`src/rtl/nrisc_pkg.sv`:
```
// Shared nRISC definitions: default data-bus widths, read-owner encoding and
// the DMA starvation counter width and update rule.
package nrisc_pkg;

  localparam int unsigned NRISC_ADDR_W = 16;
  localparam int unsigned NRISC_DATA_W = 16;
  localparam int unsigned STARVE_CNT_W = 4;

  typedef enum logic [1:0] {
    OWN_NONE = 2'd0,
    OWN_CPU  = 2'd1,
    OWN_DMA  = 2'd2
  } owner_e;

  // Starvation count for the next cycle: clears unless DMA was denied, and saturates at the limit.
  function automatic logic [STARVE_CNT_W-1:0] starve_next(
    input logic [STARVE_CNT_W-1:0] cnt,
    input logic [STARVE_CNT_W-1:0] limit,
    input logic                    denied
  );
    if (!denied) begin
      return '0;
    end
    if (cnt >= limit) begin
      return limit;
    end
    return cnt + STARVE_CNT_W'(1);
  endfunction

endpackage

```
`src/rtl/nrisc_data_arbiter.sv`:
```
// Two-requester (CPU, DMA) data-memory arbiter with a fixed CPU priority,
// a DMA anti-starvation override and a pipelined read-return path.
module nrisc_data_arbiter
  import nrisc_pkg::*;
#(
  parameter int unsigned ADDR_W       = NRISC_ADDR_W,
  parameter int unsigned DATA_W       = NRISC_DATA_W,
  parameter int unsigned STARVE_LIMIT = 4
) (
  input  logic              clk,
  input  logic              rst,

  input  logic              cpu_req,
  input  logic              cpu_we,
  input  logic [ADDR_W-1:0] cpu_addr,
  input  logic [DATA_W-1:0] cpu_wdata,
  output logic              cpu_gnt,
  output logic              cpu_rvalid,
  output logic [DATA_W-1:0] cpu_rdata,

  input  logic              dma_req,
  input  logic              dma_we,
  input  logic [ADDR_W-1:0] dma_addr,
  input  logic [DATA_W-1:0] dma_wdata,
  output logic              dma_gnt,
  output logic              dma_rvalid,
  output logic [DATA_W-1:0] dma_rdata,

  output logic              mem_en,
  output logic              mem_we,
  output logic [ADDR_W-1:0] mem_addr,
  output logic [DATA_W-1:0] mem_wdata,
  input  logic [DATA_W-1:0] mem_rdata
);

  localparam logic [STARVE_CNT_W-1:0] LIMIT = STARVE_CNT_W'(STARVE_LIMIT);

  logic [STARVE_CNT_W-1:0] r_starve_cnt;
  owner_e                  r_owner;
  logic [DATA_W-1:0]       r_cpu_rdata;
  logic [DATA_W-1:0]       r_dma_rdata;

  logic   w_dma_starved;
  logic   w_cpu_gnt;
  logic   w_dma_gnt;
  logic   w_cpu_own;
  logic   w_dma_own;
  owner_e w_owner_nxt;

  // Arbitration: CPU wins ties unless DMA has been denied LIMIT times in a row.
  always_comb begin
    w_dma_starved = (r_starve_cnt == LIMIT);
    w_cpu_gnt     = !rst && cpu_req && !(dma_req && w_dma_starved);
    w_dma_gnt     = !rst && dma_req && !w_cpu_gnt;
  end

  // Memory request mux and the owner of any read issued this cycle.
  always_comb begin
    mem_en      = 1'b0;
    mem_we      = 1'b0;
    mem_addr    = '0;
    mem_wdata   = '0;
    w_owner_nxt = OWN_NONE;
    if (w_cpu_gnt) begin
      mem_en    = 1'b1;
      mem_we    = cpu_we;
      mem_addr  = cpu_addr;
      mem_wdata = cpu_wdata;
      if (!cpu_we) begin
        w_owner_nxt = OWN_CPU;
      end
    end else if (w_dma_gnt) begin
      mem_en    = 1'b1;
      mem_we    = dma_we;
      mem_addr  = dma_addr;
      mem_wdata = dma_wdata;
      if (!dma_we) begin
        w_owner_nxt = OWN_DMA;
      end
    end
  end

  always_ff @(posedge clk) begin
    if (rst) begin
      r_starve_cnt <= '0;
      r_owner      <= OWN_NONE;
      r_cpu_rdata  <= '0;
      r_dma_rdata  <= '0;
    end else begin
      r_starve_cnt <= starve_next(r_starve_cnt, LIMIT, dma_req && !w_dma_gnt);
      r_owner      <= w_owner_nxt;
      // Capture the returned word so a non-owner cycle keeps showing it.
      if (r_owner == OWN_CPU) begin
        r_cpu_rdata <= mem_rdata;
      end
      if (r_owner == OWN_DMA) begin
        r_dma_rdata <= mem_rdata;
      end
    end
  end

  // Read return: memory data arrives the cycle after the strobe and is steered to the owner.
  always_comb begin
    w_cpu_own  = !rst && (r_owner == OWN_CPU);
    w_dma_own  = !rst && (r_owner == OWN_DMA);
    cpu_gnt    = w_cpu_gnt;
    dma_gnt    = w_dma_gnt;
    cpu_rvalid = w_cpu_own;
    dma_rvalid = w_dma_own;
    cpu_rdata  = '0;
    dma_rdata  = '0;
    if (!rst) begin
      cpu_rdata = w_cpu_own ? mem_rdata : r_cpu_rdata;
      dma_rdata = w_dma_own ? mem_rdata : r_dma_rdata;
    end
  end

endmodule

```
`config.mk`:
```
export PLATFORM = sky130hd
export DESIGN_NAME = nrisc_data_arbiter
export DESIGN_NICKNAME = d
export VERILOG_FILES = /design/src/rtl/nrisc_pkg.sv /design/src/rtl/nrisc_data_arbiter.sv
export SDC_FILE = /design/constraint.sdc
export NUM_CORES = 1
export LEC_CHECK = 0
export CAP_MARGIN = 20
export CORE_MARGIN = 2
export CORE_UTILIZATION = 36
export CTS_CLUSTER_DIAMETER = 50
export DETAILED_ROUTE_END_ITERATION = 7
export PLACE_DENSITY = 0.87
export REMOVE_ABC_BUFFERS = 1
export SLEW_MARGIN = 20
export SYNTH_ARGS = -nofsm -noshare
export SYNTH_HDL_FRONTEND = slang
export SYNTH_SLANG_ARGS = --single-unit
```
`constraint.sdc`:
```
create_clock -name clk -period 2.8 [get_ports clk]
set_input_delay 0.56 -clock clk [delete_from_list [all_inputs] [get_ports clk]]
set_output_delay 0.56 -clock clk [all_outputs]
set_load 0.005 [all_outputs]
```
==> results of run 1 <==
## sequential cells by signal (all words and copies together) (netlist names)
register and flops:
r_starve_cnt 4, r_dma_rdata 16, r_owner 2, r_cpu_rdata 16
## power by group
group / switching [W] / internal, W
clock network: 0.000183 / 0.000380
registers: 0.00000544 / 0.000555
logic: 0.000121 / 0.000236
## kinds of logic (layout without fill, tap and decap cells)
kind of cell / after synthesis / in the layout
other: 1 / 1
muxes: 1 / 1
adders and majority gates: 2 / 2
AOI/OAI and AO/OA: 99 / 99
and+or+nand+nor: 81 / 81
buffers and inverters: 29 / 186
DFF: 38 / 38
## critical path: cells and delay by family
kind | cells | cell delay [ns]
AO/OA/AOI/OAI | 2 | 0.36
AND/OR/NAND/NOR | 1 | 0.17
buffers and inverters | 4 | 1.07
## timing repair
action	in CTS	in global routing
gates cloned	1	1
buffers inserted	1	0
hold buffers	0	0
resized for setup	4	1
endpoints found under the setup margin	33	6
pin swaps	1	0
## per-stage QoR
stage / hold WS [ns] / instance area, um^2 / util [%] / setup TNS, ns
final: 0.455 / 3790 / 73.2 / 0
after global routing: 0.479 / 3790 / 73.2 / -0.0179
after CTS: 0.464 / 3750 / 72.6 / 0
after detailed placement: 0.445 / 3560 / 68.8 / -3.20
after global placement: 0.427 / 3560 / 68.8 / -1.80
after floorplan: 0.417 / 1800 / - / 0
## area by class of cell
cell class / instances / area (um^2) / area share [%]
clock buffers: 6 / 82.6 / 2.18
clock inverters: 2 / 60.1 / 1.59
inverters: 6 / 22.5 / 0.595
multi-input cells: 184 / 1030 / 27.3
flip-flops and latches: 38 / 761 / 20.1
well taps: 70 / 87.6 / 2.31
repair buffers: 172 / 1740 / 45.9
## worst max-delay path by stage
stage / end / slack (ns) / depth (start not counted)
after floorplan: mem_addr[0] / 0.50 / 3
final: mem_wdata[1] / 0.09 / 7
after global placement: mem_addr[9] / -0.09 / 6
after CTS: mem_addr[12] / 0.08 / 7
after global routing: mem_wdata[1] / -0.02 / 8
after detailed placement: mem_addr[12] / -0.13 / 6
## layout by cell type (no fill, tap or decap), drive strengths merged, types with 2 or more instances in the layout
cell,count
bufinv,2
ha,2
clkbuf,7
a22o,32
dlygate4sd2,2
buf,16
clkdlybuf4s50,152
nor2,7
dfxtp,38
inv,6
nand2b,2
nand2,65
a21oi,64
nor2b,3
## layer usage
| metal | vias up | routed length (um) |
|---|---|---|
| met1 | 1102 | 2670 |
| met5 | - | 0 |
| met4 | 0 | 138 |
| li1 | 1187 | - |
| met3 | 12 | 543 |
| met2 | 109 | 3770 |
==> metrics.txt, run 1 <==
worst skew pair latency=0.28 ns; VDD IR max=0.307 mV; Clock transition at path regs=around 0.070 ns; Clock Tree Buf Depth=2; count of cell types in the netlist=22; Clock Skew=between 0.005 and 0.006 ns; Slowest Stage Delay on Critical Path=0.53 ns; I/O pins=156; Num Clock Sinks=38; H-tree depth=2; antenna viol nets, final=0; GRT busiest layer=met2; Iteration-0 DRC Markers=98; Synth Instances=251; HPWL after detailed placement=5.34 mm; Synth Cell Area=1940 um^2; CP max stage cell=clkdlybuf4s50_1; critical setup path kind=input pin to output port; Compound-Gate Fraction of Synth Area=between 30% and 40%; count leader, synth=nand2_1; WL/cell=14.9 um; crit path DAT=2.15 ns; PortBufs=155; vias in the first global route=2293; kind of start point of the critical path=input pin; DIE WIDTH=77.4 um; grt met2 use=41.8%; CTS tree=yes; row count=26; CTS buffer count=5; Root Buffer Master=clkbuf_8; largest net degree at the start of global routing=68; Hold Path Depth=1; top-area cell type share of the netlist area=between 30% and 40%; multiplexer share of the synthesized area=0.515%; FF-to-FF setup slack=1.42 ns; synthesized area per cell=7.74 um^2; Synth top cells by count=nand2_1 (65), a21oi_1 (64), dfxtp_1 (38), a22o_1 (32), clkbuf_1 (11); first-pass GRT wire length=between 10 and 15 mm; Yosys warnings=0; area leader, netlist=dfxtp_1; vias per std cell=approximately 5.0; R2R Path End=r_owner[0]; Leak=1.42 nW; Max Slew Vio Count=0; setup slack after layout=0.0872 ns; # diodes=0; DRC errors left=0; #FFs+latches synth=38; XOR/XNOR Fraction of Synth Area=0%; Worst Hold Launch=r_starve_cnt[0]; Simple-Gate Fraction of Synth Area=17.7%; share of cells above drive strength 1=7.35%; Slew headroom=about three fifths; Final #Nets=495; Detailed Route WL=around 7 mm; Hold Fails Final Rpt=0; Min-Delay Endpoint=r_starve_cnt[0]; Worst-Margin Slew=between 0.6 and 0.7 ns; f_max=between 300 and 400 MHz; Place WS=-0.134 ns; WP data required=2.24 ns; final setup fails=0; period utilization=96.9%; Seq/Total Area, Yosys=roughly two fifths; HP Class=flip-flop to flip-flop; Die ar.=6000 um^2; Synth Area in Adders=1.29%; Area Overhead vs Synth=95.0%; total grt overflow=0; worst r2r src=r_starve_cnt[0]; Post-Layout Cell Count=478; Worst setup startpoint=dma_req; GRT met1 Usage=23.3%; ys flop type=dfxtp_1; met3 Usage GRT=6.98%; max-cap violations=0; GP Congestion=around 0.83; initial antenna violation count=0; element type at the critical path end=output port; filler cell count=382; Core Region=5170 um^2; Area contributors post-synth=dfxtp_1 (39%), a21oi_1 (16%), a22o_1 (14%), nand2_1 (13%), buf_6 (4.1%); die height=77.4 um; CP max FO=16; placed cells=between 400 and 500; reg2reg path depth=6; cell chain of the critical path=dlygate4sd2_1 > nor2b_4 > a21boi_4 > buf_4 > buf_12 > a22o_1 > clkdlybuf4s50_1; Tot Pwr=0.00148 W; main combinational cell family by area after synthesis=compound AO/OA/AOI/OAI gates; Vias=2410; EDFF count, synth=0; crit path time final=2.71 ns; Async SR Flop Fraction=0%; Total GRT Usage=22.3%; Power Density=391 nW/um^2; status=completed; DRT Pass-1 Iters=4; initial core utilization=a little under two fifths
No activity file was read; power rests on OpenSTA's default activity.
==> inputs of run 2 (changes only) <==
CTS_CLUSTER_SIZE = 24   (was not set)
==> results of run 2 <==
The final DEF is identical to that of run 1; final timing and power are the same.
